===== src/rtl/rv32imf_irq_source.sv =====
// rv32imf_irq_source
// Interrupt source unit feeding the core's irq vector: software interrupt
// (bit 3), 64-bit mtime/mtimecmp timer interrupt (bit 7), external interrupt
// (bit 11) and 16 rising-edge latched fast interrupts (bits 16..31).
//
// Optional build macro: IRQ_SRC_SYNC_EN
//   defined     : fast_irq_i/ext_irq_i pass a 2-flop synchronizer
//                 (input edge to irq_o latency 3 cycles)
//   not defined : single sample register (latency 1 cycle)
//
// Ports
//   clk, rst          core clock, synchronous active-high reset
//   bus_req_i/gnt_o   request / grant (grant follows request, no stall)
//   bus_we_i          1 = write, 0 = read
//   bus_addr_i        byte address, word aligned
//   bus_wdata_i       write data
//   bus_rvalid_o      response valid, one cycle after grant
//   bus_rdata_o       read data (0 when no read response)
//   fast_irq_i        fast interrupt lines, rising-edge sensitive
//   ext_irq_i         external interrupt, level sensitive
//   irq_ack_i/id_i    core acknowledge and id of acknowledged interrupt
//   irq_o             interrupt vector to the core
//
// Register map (byte offsets)
//   0x00 MSIP[0]  0x04 MTIMECMP_LO  0x08 MTIMECMP_HI
//   0x0C MTIME_LO 0x10 MTIME_HI     0x14 FAST_PEND[15:0] (write-1-to-clear)
module rv32imf_irq_source #(
  parameter int unsigned TICK_DIV = 1,
  parameter int unsigned ADDR_W   = 5
) (
  input  logic              clk,
  input  logic              rst,
  input  logic              bus_req_i,
  output logic              bus_gnt_o,
  input  logic              bus_we_i,
  input  logic [ADDR_W-1:0] bus_addr_i,
  input  logic [31:0]       bus_wdata_i,
  output logic              bus_rvalid_o,
  output logic [31:0]       bus_rdata_o,
  input  logic [15:0]       fast_irq_i,
  input  logic              ext_irq_i,
  input  logic              irq_ack_i,
  input  logic [4:0]        irq_id_i,
  output logic [31:0]       irq_o
);

  localparam int unsigned TICK_W = (TICK_DIV > 1) ? $clog2(TICK_DIV) : 1;
  localparam logic [TICK_W-1:0] TICK_LAST = TICK_W'(TICK_DIV - 1);

  typedef logic [ADDR_W-3:0] widx_t;
  localparam widx_t IDX_MSIP      = widx_t'(0);
  localparam widx_t IDX_MTCMP_LO  = widx_t'(1);
  localparam widx_t IDX_MTCMP_HI  = widx_t'(2);
  localparam widx_t IDX_MTIME_LO  = widx_t'(3);
  localparam widx_t IDX_MTIME_HI  = widx_t'(4);
  localparam widx_t IDX_FAST_PEND = widx_t'(5);

  logic [TICK_W-1:0] tick_q, tick_d;
  logic [63:0]       mtime_q, mtime_d;
  logic [63:0]       mtimecmp_q, mtimecmp_d;
  logic              msip_q, msip_d;
  logic              mtip_q;
  logic [15:0]       fast_pend_q, fast_pend_d;
  logic [15:0]       fast_prev_q;
  logic              ext_q;
  logic              rvalid_q;
  logic [31:0]       rdata_q, rd_val;
  logic [15:0]       fast_sync, fast_rise, fast_clr;
  logic              ext_sync;
  logic              tick_wrap;
  logic              wr_en, rd_en;
  widx_t             widx;

  // Byte offset bits carry no information for word-only accesses.
  logic unused_addr_lsb;
  assign unused_addr_lsb = ^bus_addr_i[1:0];

`ifdef IRQ_SRC_SYNC_EN
  logic [15:0] fast_s1_q, fast_s2_q;
  logic        ext_s1_q, ext_s2_q;

  always_ff @(posedge clk) begin
    if (rst) begin
      fast_s1_q <= '0;
      fast_s2_q <= '0;
      ext_s1_q  <= 1'b0;
      ext_s2_q  <= 1'b0;
    end else begin
      fast_s1_q <= fast_irq_i;
      fast_s2_q <= fast_s1_q;
      ext_s1_q  <= ext_irq_i;
      ext_s2_q  <= ext_s1_q;
    end
  end

  assign fast_sync = fast_s2_q;
  assign ext_sync  = ext_s2_q;
`else
  assign fast_sync = fast_irq_i;
  assign ext_sync  = ext_irq_i;
`endif

  assign bus_gnt_o = bus_req_i & ~rst;
  assign wr_en     = bus_req_i & bus_we_i;
  assign rd_en     = bus_req_i & ~bus_we_i;
  assign widx      = bus_addr_i[ADDR_W-1:2];

  // fast_prev_q is the previous sample of the (synced) line for edge detect.
  assign fast_rise = fast_sync & ~fast_prev_q;

  always_comb begin
    rd_val = '0;
    case (widx)
      IDX_MSIP:      rd_val = {31'd0, msip_q};
      IDX_MTCMP_LO:  rd_val = mtimecmp_q[31:0];
      IDX_MTCMP_HI:  rd_val = mtimecmp_q[63:32];
      IDX_MTIME_LO:  rd_val = mtime_q[31:0];
      IDX_MTIME_HI:  rd_val = mtime_q[63:32];
      IDX_FAST_PEND: rd_val = {16'd0, fast_pend_q};
      default:       rd_val = '0;
    endcase
  end

  always_comb begin
    tick_wrap  = (tick_q == TICK_LAST);
    tick_d     = tick_wrap ? '0 : tick_q + TICK_W'(1);
    mtime_d    = mtime_q + {63'd0, tick_wrap};
    mtimecmp_d = mtimecmp_q;
    msip_d     = msip_q;
    fast_clr   = '0;
    // Only fast ids (16..31) are cleared by acknowledge.
    if (irq_ack_i && irq_id_i[4]) fast_clr[irq_id_i[3:0]] = 1'b1;
    if (wr_en) begin
      case (widx)
        IDX_MSIP:      msip_d = bus_wdata_i[0];
        IDX_MTCMP_LO:  mtimecmp_d = {mtimecmp_q[63:32], bus_wdata_i};
        IDX_MTCMP_HI:  mtimecmp_d = {bus_wdata_i, mtimecmp_q[31:0]};
        // A write to either mtime half drops that cycle's increment.
        IDX_MTIME_LO:  mtime_d = {mtime_q[63:32], bus_wdata_i};
        IDX_MTIME_HI:  mtime_d = {bus_wdata_i, mtime_q[31:0]};
        IDX_FAST_PEND: fast_clr = fast_clr | bus_wdata_i[15:0];
        default: ;
      endcase
    end
    // Set wins over a simultaneous clear.
    fast_pend_d = (fast_pend_q & ~fast_clr) | fast_rise;
  end

  always_ff @(posedge clk) begin
    if (rst) begin
      tick_q      <= '0;
      mtime_q     <= '0;
      mtimecmp_q  <= '1;
      msip_q      <= 1'b0;
      mtip_q      <= 1'b0;
      fast_pend_q <= '0;
      fast_prev_q <= '0;
      ext_q       <= 1'b0;
      rvalid_q    <= 1'b0;
      rdata_q     <= '0;
    end else begin
      tick_q      <= tick_d;
      mtime_q     <= mtime_d;
      mtimecmp_q  <= mtimecmp_d;
      msip_q      <= msip_d;
      mtip_q      <= (mtime_q >= mtimecmp_q);
      fast_pend_q <= fast_pend_d;
      fast_prev_q <= fast_sync;
      ext_q       <= ext_sync;
      rvalid_q    <= bus_req_i;
      rdata_q     <= rd_en ? rd_val : 32'd0;
    end
  end

  assign bus_rvalid_o = rvalid_q;
  assign bus_rdata_o  = rdata_q;
  assign irq_o = {fast_pend_q, 4'b0, ext_q, 3'b0, mtip_q, 3'b0, msip_q, 3'b0};

endmodule


===== config.mk =====
export PLATFORM = sky130hd
export DESIGN_NAME = rv32imf_irq_source
export DESIGN_NICKNAME = d
export VERILOG_FILES = /design/src/rtl/rv32imf_irq_source.sv
export SDC_FILE = /design/constraint.sdc
export NUM_CORES = 1
export LEC_CHECK = 0
export CAP_MARGIN = 0
export CORE_AREA = 2 2 165 231
export CTS_CLUSTER_SIZE = 8
export DETAILED_ROUTE_END_ITERATION = 7
export DIE_AREA = 0 0 167 233
export PLACE_DENSITY = 0.48
export SLEW_MARGIN = 20
export SYNTH_ARGS = -nofsm -noshare
export SYNTH_HDL_FRONTEND = slang
export SYNTH_SLANG_ARGS = --single-unit

===== constraint.sdc =====
create_clock -name clk -period 2.73 [get_ports clk]
set_input_delay 0.4095 -clock clk [delete_from_list [all_inputs] [get_ports clk]]
set_output_delay 0.4095 -clock clk [all_outputs]
set_load 0.01 [all_outputs]

=== After elaboration in Yosys (flattened, before gate mapping) ===
Index checks and enable logic that the tools add are counted.

* Magnitude comparators: 3
* Reductions and logical operators: 8
* Bitwise gates (word level): 15
* Add/sub/neg operators: 2
* Equal/unequal tests: 7
* Multiplexer cells: 9

{| class="wikitable"
|+ Operator list
! cell !! count
|-
| $pmux 64 s2 || 2
|-
| $pmux 32 s6 || 1
|-
| $add 64x1->64 || 1
|-
| $ge 64x64->1 || 1
|-
| $mux 64 || 1
|-
| $mux 16 || 3
|-
| $and 16x16->16 || 2
|-
| $not 16->16 || 2
|-
| $or 16x16->16 || 2
|-
| $eq 3x2->1 const B || 2
|-
| $eq 3x3->1 const B || 2
|-
| $not 1->1 || 6
|-
| $reduce_and 3->1 || 2
|-
| $lt 4x5->1 const B || 1
|-
| $demux 1 s4 || 1
|-
| $ge 4x1->1 const B || 1
|-
| $ne 2x2->1 const B || 2
|-
| $reduce_or 2->1 || 2
|-
| $and 1x1->1 || 3
|-
| $eq 3x1->1 const B || 1
|-
| $logic_not 3->1 || 1
|-
| $logic_and 1x1->1 || 2
|-
| $reduce_and 2->1 || 1
|-
| $add 1x1->1 const B || 1
|-
| $mux 1 || 1
|}

* Logic and storage cells: 56
* Register bits after elaboration: 197
* Output and inout port bits: 66

=== Longest topological paths before layout ===
Gate-level depths: netlist of run 1.

* Word-level depth: 11
* Gate-level depth with buffers: 11

=== Least setup slack after synthesis of run 1 ===
Ideal clock, no wire load.

* Path kind: flip-flop to flip-flop
* From: register mtime_q[0]
* To: register mtime_q[56]
* Data required time: 2598 ps
* Path slack: 152 ps
* Setup time: 132 ps
* Path buffers: 2
* Cell stages (with the launch flop): 11
* Arrival: 2445 ps
* Period minus slack after synthesis: 2578 ps
* Cells stage by stage: dfxtp_1 -> ha_1 -> ha_1 -> nand2_1 -> or4_1 -> buf_2 -> or3_1 -> buf_2 -> or3_1 -> nand3_1 -> a31oi_1

* Cells in the longest elaborated chain, start to end: 3

{| class="wikitable"
|+ RTL lines
! element !! RTL line !! text
|-
| start: declaration || 59 || <nowiki>logic [63:0] mtime_q, mtime_d;</nowiki>
|-
| start signal: assignment || 163 || <nowiki>mtime_q <= mtime_d;</nowiki>
|-
| $add 64x1->64 * || 127 || <nowiki>mtime_d = mtime_q + {63'd0, tick_wrap};</nowiki>
|-
| $pmux 64 s2 || 134 || <nowiki>case (widx)</nowiki>
|-
| $mux 64 * || 133 || <nowiki>if (wr_en) begin</nowiki>
|}

Every way passes the cells marked *; elsewhere a longest branch is shown, timed or not.
A chain may end at the register's enable or synchronous reset.

=== Final worst setup path of run 1 ===
* From: register mtime_q[17]
* To: register mtime_q[61]

The elaborated chain is that of the path after synthesis.

==> results of run 1 <==
## through the flow
step	utilization	TNS [ps]	cells	hold WS (ps)
4_1_cts	0.379	0	1991	243
6_report	0.380	0	1992	257
3_3_place_gp	0.364	0	1959	447
3_5_place_dp	0.364	0	1959	455
2_1_floorplan	-	0	1359	446
5_1_grt	0.380	-148	1992	264
## flip-flops by register name, summed over array words and instances, names as in the netlist
signal and cells:
tick_q 1, bus_rdata_o 32, msip_q 1, mtip_q 1, fast_prev_q 16, fast_pend_q 16
ext_q 1, bus_rvalid_o 1, mtimecmp_q 64, mtime_q 64
## final timing paths
| check | startpoint | slack [ps] | cells past startpoint | end |
|---|---|---|---|---|
| setup / recovery | mtime_q[17]$_SDFFE_PP0P_ | 90 | 8 | mtime_q[61]$_SDFFE_PP0P_ |
| setup reg to reg | mtime_q[17]$_SDFFE_PP0P_ | 90 | 8 | mtime_q[61]$_SDFFE_PP0P_ |
| hold / removal | rst | 260 | 2 | mtime_q[37]$_SDFFE_PP0P_ |
| hold reg to reg | fast_prev_q[3]$_SDFF_PP0_ | 470 | 2 | fast_pend_q[3]$_SDFF_PP0_ |
## worst register-to-register path: stages, from the launching register on
cell      delay [ps]
dfxtp_1          340
buf_4            150
nand3_2          170
buf_4            200
nor4_2           470
and4_1           300
nand4_2          240
or3_1            390
o311ai_0         270
## metal layers
metal	vias up	wire length (microns)	GRT usage
li1	5275	-	-
met1	5192	16800	0.242
met2	306	21100	0.385
met3	53	1450	0.0272
met4	0	1040	0.0768
met5	-	0	0
## layout make-up
| class | count | area [sq um] |
|---|---|---|
| Multi-Input combinational cell | 961 | 6280 |
| Fill cell | 3768 | 22700 |
| Inverter | 89 | 334 |
| Tap cell | 467 | 584 |
| Clock inverter | 14 | 120 |
| Sequential cell | 197 | 3940 |
| Timing Repair Buffer | 246 | 2230 |
| Clock buffer | 18 | 439 |
## logic make-up (layout without fill, tap and decap cells)
kind of cell / after synthesis / after routing / share of synthesized area
xor+xnor: 9 / 9 / 0.00722
other cells: 1 / 14 / 0.000343
fa+ha+maj: 66 / 66 / 0.0756
mux: 22 / 22 / 0.0202
simple gates: 438 / 438 / 0.203
flops: 197 / 197 / 0.361
buf+inv: 201 / 367 / 0.0754
compound gates: 412 / 412 / 0.257
## power breakdown
part           leakage (uW)  switching [uW]  internal (uW)
registers           0.00161            71.8           2960
logic               0.00381             402            323
clock network      0.000267            1280           1220
## placed cells by master, fill, tap and decap left out, types with 11 or more instances in the layout
cell type	synthesis	final
ha_1	66	66
a32o_1	18	18
nand3_1	39	39
or3_1	14	13
a31oi_1	18	18
buf_4	16	125
nor4_1	16	14
a22oi_1	75	75
inv_1	88	88
a21o_1	11	11
conb_1	1	14
clkdlybuf4s50_1	0	113
nand2_1	148	148
nor2b_1	19	19
a21oi_1	113	113
clkbuf_16	0	17
mux2i_1	22	22
o21ai_0	31	31
nand4_1	28	28
o211ai_1	74	74
and3_1	11	11
dfxtp_1	197	197
nor3_1	24	21
nor2_1	84	81
## what timing repair did
| action | in CTS | in global routing |
|---|---|---|
| gates resized for setup | 0 | 7 |
| buffers inserted | 0 | 1 |
| endpoints found under the setup margin | 0 | 15 |
==> impl_metrics.env, run 1 <==
export IMPL_path_clk_slew_ps=80
export IMPL_ios=130
export IMPL_routed_wl_microns=40300
export IMPL_synthFlopType="dfxtp_1"
export IMPL_p_leak_uw=0.00568
export IMPL_fp_dieW_microns=167
export IMPL_crit_path_start_kind="flip-flop"
export IMPL_cts_tree="built"
export IMPL_hold_class="primary input to flip-flop"
export IMPL_power_density_mw_per_mm2=449
export IMPL_grt_pass1_wl_microns=62800
export IMPL_worst_path_buf_inv=2
export IMPL_maxCapViolations=0
export IMPL_vdd_drop_max_uv=278
export IMPL_synthArstFlopShare=0
export IMPL_place_area_sq_mm=0.0133
export IMPL_avgRoutedWirePerCell_microns=20.2
export IMPL_drv_slew=0
export IMPL_grt_overflow=0
export IMPL_gp_congestion=0.903
export IMPL_ys_types=71
export IMPL_cts_hold_buf=0
export IMPL_rsz0062_at_grt="true"
export IMPL_rows=83
export IMPL_nets=1642
export IMPL_synth_area_sq_mm=0.0109
export IMPL_clkSinkCount=197
export IMPL_ys_seq_area_frac=0.361
export IMPL_io_buffers=114
export IMPL_setup_viol=0
export IMPL_hold_viol_final=0
export IMPL_finalCritPeriodShare=0.968
export IMPL_synth_enable_flop_cells=0
export IMPL_avgSynthCellArea_sq_um=8.11
export IMPL_die_area_sq_mm=0.0389
export IMPL_status="finished, final reports clean"
export IMPL_drive_above_1_share=0.129
export IMPL_h_tree_depth=4
export IMPL_finalClockSkew_ps=14.5
export IMPL_p_total_uw=6260
export IMPL_crit_top_cell="buf_4"
export IMPL_fp_dieH_microns=233
export IMPL_slowest_stage="nor4_2"
export IMPL_min_period_ps=2640
export IMPL_final_cell_area_sq_mm=0.0139
export IMPL_end_kind="flip-flop"
export IMPL_clockBufferDepth=2
export IMPL_clock_fmax_ghz=0.379
export IMPL_max_stage_delay_ps=470
export IMPL_netlist_top_cells_area="dfxtp_1 (36%), ha_1 (7.6%), a21oi_1 (5.2%)"
export IMPL_initial_utilization=0.298
export IMPL_grt_antenna_before_repair=0
export IMPL_cts_buffers=17
export IMPL_relSlewSlack=0.594
export IMPL_antenna_left=0
export IMPL_path_max_fanout=7
export IMPL_grt_max_degree=91
export IMPL_crit_chain="buf_4 -> nand3_2 -> buf_4 -> nor4_2 -> and4_1 -> nand4_2 -> or3_1 -> o311ai_0"
export IMPL_synthTopCellsByCount="dfxtp_1 (197), nand2_1 (148), a21oi_1 (113), inv_1 (88), nor2_1 (84)"
export IMPL_ys_warn_count=0
export IMPL_drc=0
export IMPL_cp_arrival_ps=3000
export IMPL_dp_slack_ps=33.6
export IMPL_synth_top_cell_area_share=0.361
export IMPL_via_count=10826
export IMPL_core_sq_mm=0.0367
export IMPL_insertedDiodeCount=0
export IMPL_worst_pin_slew_ps=604
export IMPL_cts_root_buf="clkbuf_16"
export IMPL_grt_pass1_vias=10725
export IMPL_syn_instance_count=1346
export IMPL_insertion_delay_ps=470
export IMPL_ys_seq_elements=197
export IMPL_critPathRequiredTime_ps=3090
export IMPL_dp_hpwl_microns=29600
export IMPL_worstSetupPathType="flip-flop to flip-flop"
export IMPL_vias_per_cell=5.43
export IMPL_yosysMostFrequentCell="dfxtp_1"
export IMPL_worst_slack_ps=88.1
export IMPL_crit_family="simple AND/OR/NAND/NOR gates"
export IMPL_yosys_area_top_type="dfxtp_1"
export IMPL_area_delta_synth_final_pct=27.5
export IMPL_dr_pass1_iters=5
export IMPL_drt_initial_drc_count=580
export IMPL_grt_usage=0.208
(Power assumes the default switching activity.)
==> run 2: changes to the inputs <==
- GPL_TIMING_DRIVEN: not set -> 1
==> results of run 2 <==
No change in the layout: final DEF, timing and power equal those of run 1.
==> run 3: changes to the inputs <==
--- a/config.mk
+++ b/config.mk
@@ -12,5 +12,4 @@
 export DIE_AREA = 0 0 167 233
 export GPL_TIMING_DRIVEN = 1
-export PLACE_DENSITY = 0.48
 export SLEW_MARGIN = 20
 export SYNTH_ARGS = -nofsm -noshare
==> constraint.sdc (replaced) <==
create_clock -name clk -period 2.73 [get_ports clk]
set_input_delay 0.6825 -clock clk [delete_from_list [all_inputs] [get_ports clk]]
set_output_delay 0.6825 -clock clk [all_outputs]
set_load 0.01 [all_outputs]
==> impl_metrics.env, run 3 (synthesis results as in run 1) <==
export IMPL_clkSinkCount=197
export IMPL_max_stage_delay_ps=620
export IMPL_hp_start="fast_prev_q[0]$_SDFF_PP0_"
export IMPL_drt_initial_drc_count=847
export IMPL_cts_tree="built"
export IMPL_cts_hold_buf=0
export IMPL_rsz0062_at_grt="false"
export IMPL_worst_slack_ps=85.6
export IMPL_critPathRequiredTime_ps=3080
export IMPL_io_buffers=114
export IMPL_ios=130
export IMPL_min_period_ps=2640
export IMPL_num_fill_cells=3714
export IMPL_drc=0
export IMPL_path_clk_slew_ps=80
export IMPL_routed_wl_microns=38800
export IMPL_whs_endpoint="fast_pend_q[0]$_SDFF_PP0_"
export IMPL_initial_utilization=0.298
export IMPL_area_delta_synth_final_pct=29.3
export IMPL_vdd_drop_max_uv=434
export IMPL_cp_arrival_ps=3000
export IMPL_clockBufferDepth=2
export IMPL_dp_slack_ps=-113
export IMPL_die_area_sq_mm=0.0389
export IMPL_power_density_mw_per_mm2=451
export IMPL_crit_family="simple AND/OR/NAND/NOR gates"
export IMPL_maxCapViolations=0
export IMPL_cp_num_cells=7
export IMPL_insertedDiodeCount=0
export IMPL_layout_common_cells="dfxtp_1 (196), nand2_1 (147), buf_4 (130)"
export IMPL_fp_dieH_microns=233
export IMPL_multi_input_area_sq_mm=0.00631
export IMPL_vias_per_cell=5.49
export IMPL_clock_fmax_ghz=0.378
export IMPL_crit_chain="nand3_1 -> buf_4 -> nor4_2 -> nand4_1 -> or4_4 -> or4_1 -> o311ai_0"
export IMPL_setup_viol=0
export IMPL_drive_above_1_share=0.140
export IMPL_timing_hold_ws_ps=473
export IMPL_reg2reg_slack_ps=90
export IMPL_antenna_left=0
export IMPL_hold_class="flip-flop to flip-flop"
export IMPL_finalCritPeriodShare=0.969
export IMPL_grt_pass1_vias=10944
export IMPL_grt_antenna_before_repair=0
export IMPL_finalClockSkew_ps=15.9
export IMPL_p_leak_uw=0.00575
export IMPL_rows=83
export IMPL_via_count=10989
export IMPL_path_max_fanout=4
export IMPL_slowest_stage="or4_4"
export IMPL_relSlewSlack=0.540
export IMPL_rr_endpoint="mtime_q[45]$_SDFFE_PP0P_"
export IMPL_grt_max_degree=91
export IMPL_nets=1652
export IMPL_crit_path_start_kind="flip-flop"
export IMPL_dp_hpwl_microns=28300
export IMPL_end_kind="flip-flop"
export IMPL_hold_viol_final=0
export IMPL_worst_pin_slew_ps=687
export IMPL_status="finished, final reports clean"
export IMPL_core_sq_mm=0.0367
export IMPL_r2r_cells=7
export IMPL_h_tree_depth=4
export IMPL_reg2reg_from="mtime_q[19]$_SDFFE_PP0P_"
export IMPL_hold_path_depth=2
export IMPL_gp_congestion=0.913
export IMPL_grt_usage=0.198
export IMPL_fp_dieW_microns=167
export IMPL_final_common_cell="dfxtp_1"
export IMPL_worst_path_buf_inv=1
export IMPL_cts_buffers=17
export IMPL_cts_root_buf="clkbuf_16"
export IMPL_avgRoutedWirePerCell_microns=19.4
export IMPL_dr_pass1_iters=5
export IMPL_grt_pass1_wl_microns=60700
export IMPL_worstSetupPathType="flip-flop to flip-flop"
export IMPL_grt_overflow=0
export IMPL_drv_slew=0
export IMPL_insertion_delay_ps=470
export IMPL_regArea_sq_mm=0.00395
## run 3: cell types whose count changed in the layout (fill, tap and decap cells not counted), sizes merged
cell      previous run  this run
buf                133       143
inv                 94        98
clkinv               6         4
clkinvlp             3         1
## run 3: layout make-up
class                      count  share of cell area
multi-input combinational    961               0.447
sequential                   197               0.279
timing repair buffer         256               0.167
tap                          467              0.0414
clock buffer                  18              0.0311
inverter                      89              0.0237
clock inverter                14              0.0109
## run 3: per-layer routing
| layer | track usage | vias up | routed length [microns] |
|---|---|---|---|
| li1 | - | 5281 | - |
| met1 | 0.235 | 5261 | 16300 |
| met2 | 0.354 | 365 | 19600 |
| met3 | 0.0259 | 82 | 1540 |
| met4 | 0.0900 | 0 | 1350 |
| met5 | 0 | - | 0 |
## run 3: how the worst max path moves through the flow
stage / start / to / slack (ps)
detailed placement: bus_addr_i[3] / mtime_q[30]$_SDFFE_PP0P_ / -110
floorplan: bus_addr_i[3] / mtime_q[8]$_SDFFE_PP0P_ / 140
CTS: mtime_q[19]$_SDFFE_PP0P_ / mtime_q[45]$_SDFFE_PP0P_ / 30
global placement: bus_addr_i[3] / mtime_q[30]$_SDFFE_PP0P_ / -80
finish: mtime_q[19]$_SDFFE_PP0P_ / mtime_q[45]$_SDFFE_PP0P_ / 90
global route: mtime_q[19]$_SDFFE_PP0P_ / mtime_q[45]$_SDFFE_PP0P_ / 0.4
## run 3: power breakdown
group	total [uW]	internal, uW	switching (uW)
clock network	2600	1260	1340
logic	735	337	398
registers	3040	2960	73.9
## run 3: metrics by stage
stage | cell area, sq um | TNS, ps | power (uW) | instances | util
4_1_cts | 14100 | 0 | 6440 | 2001 | 0.383
6_report | 14100 | 0 | 6370 | 2002 | 0.385
2_1_floorplan | 11000 | 0 | 3440 | 1359 | -
3_3_place_gp | 13400 | -639 | 3820 | 1969 | 0.367
5_1_grt | 14100 | 0 | 6620 | 2002 | 0.385
3_5_place_dp | 13400 | -1520 | 3830 | 1969 | 0.367
## run 3: what timing repair did
item,in CTS,in global routing
pin swaps,0,1
resized for setup,2,12
buffers inserted,0,1
endpoints found under the setup margin,4,15
## run 3: worst register-to-register path: stages (launching register included)
cell and delay, ps:
dfxtp_1 430, nand3_1 220, buf_4 210, nor4_2 310, nand4_1 220, or4_4 620
or4_1 420, o311ai_0 120
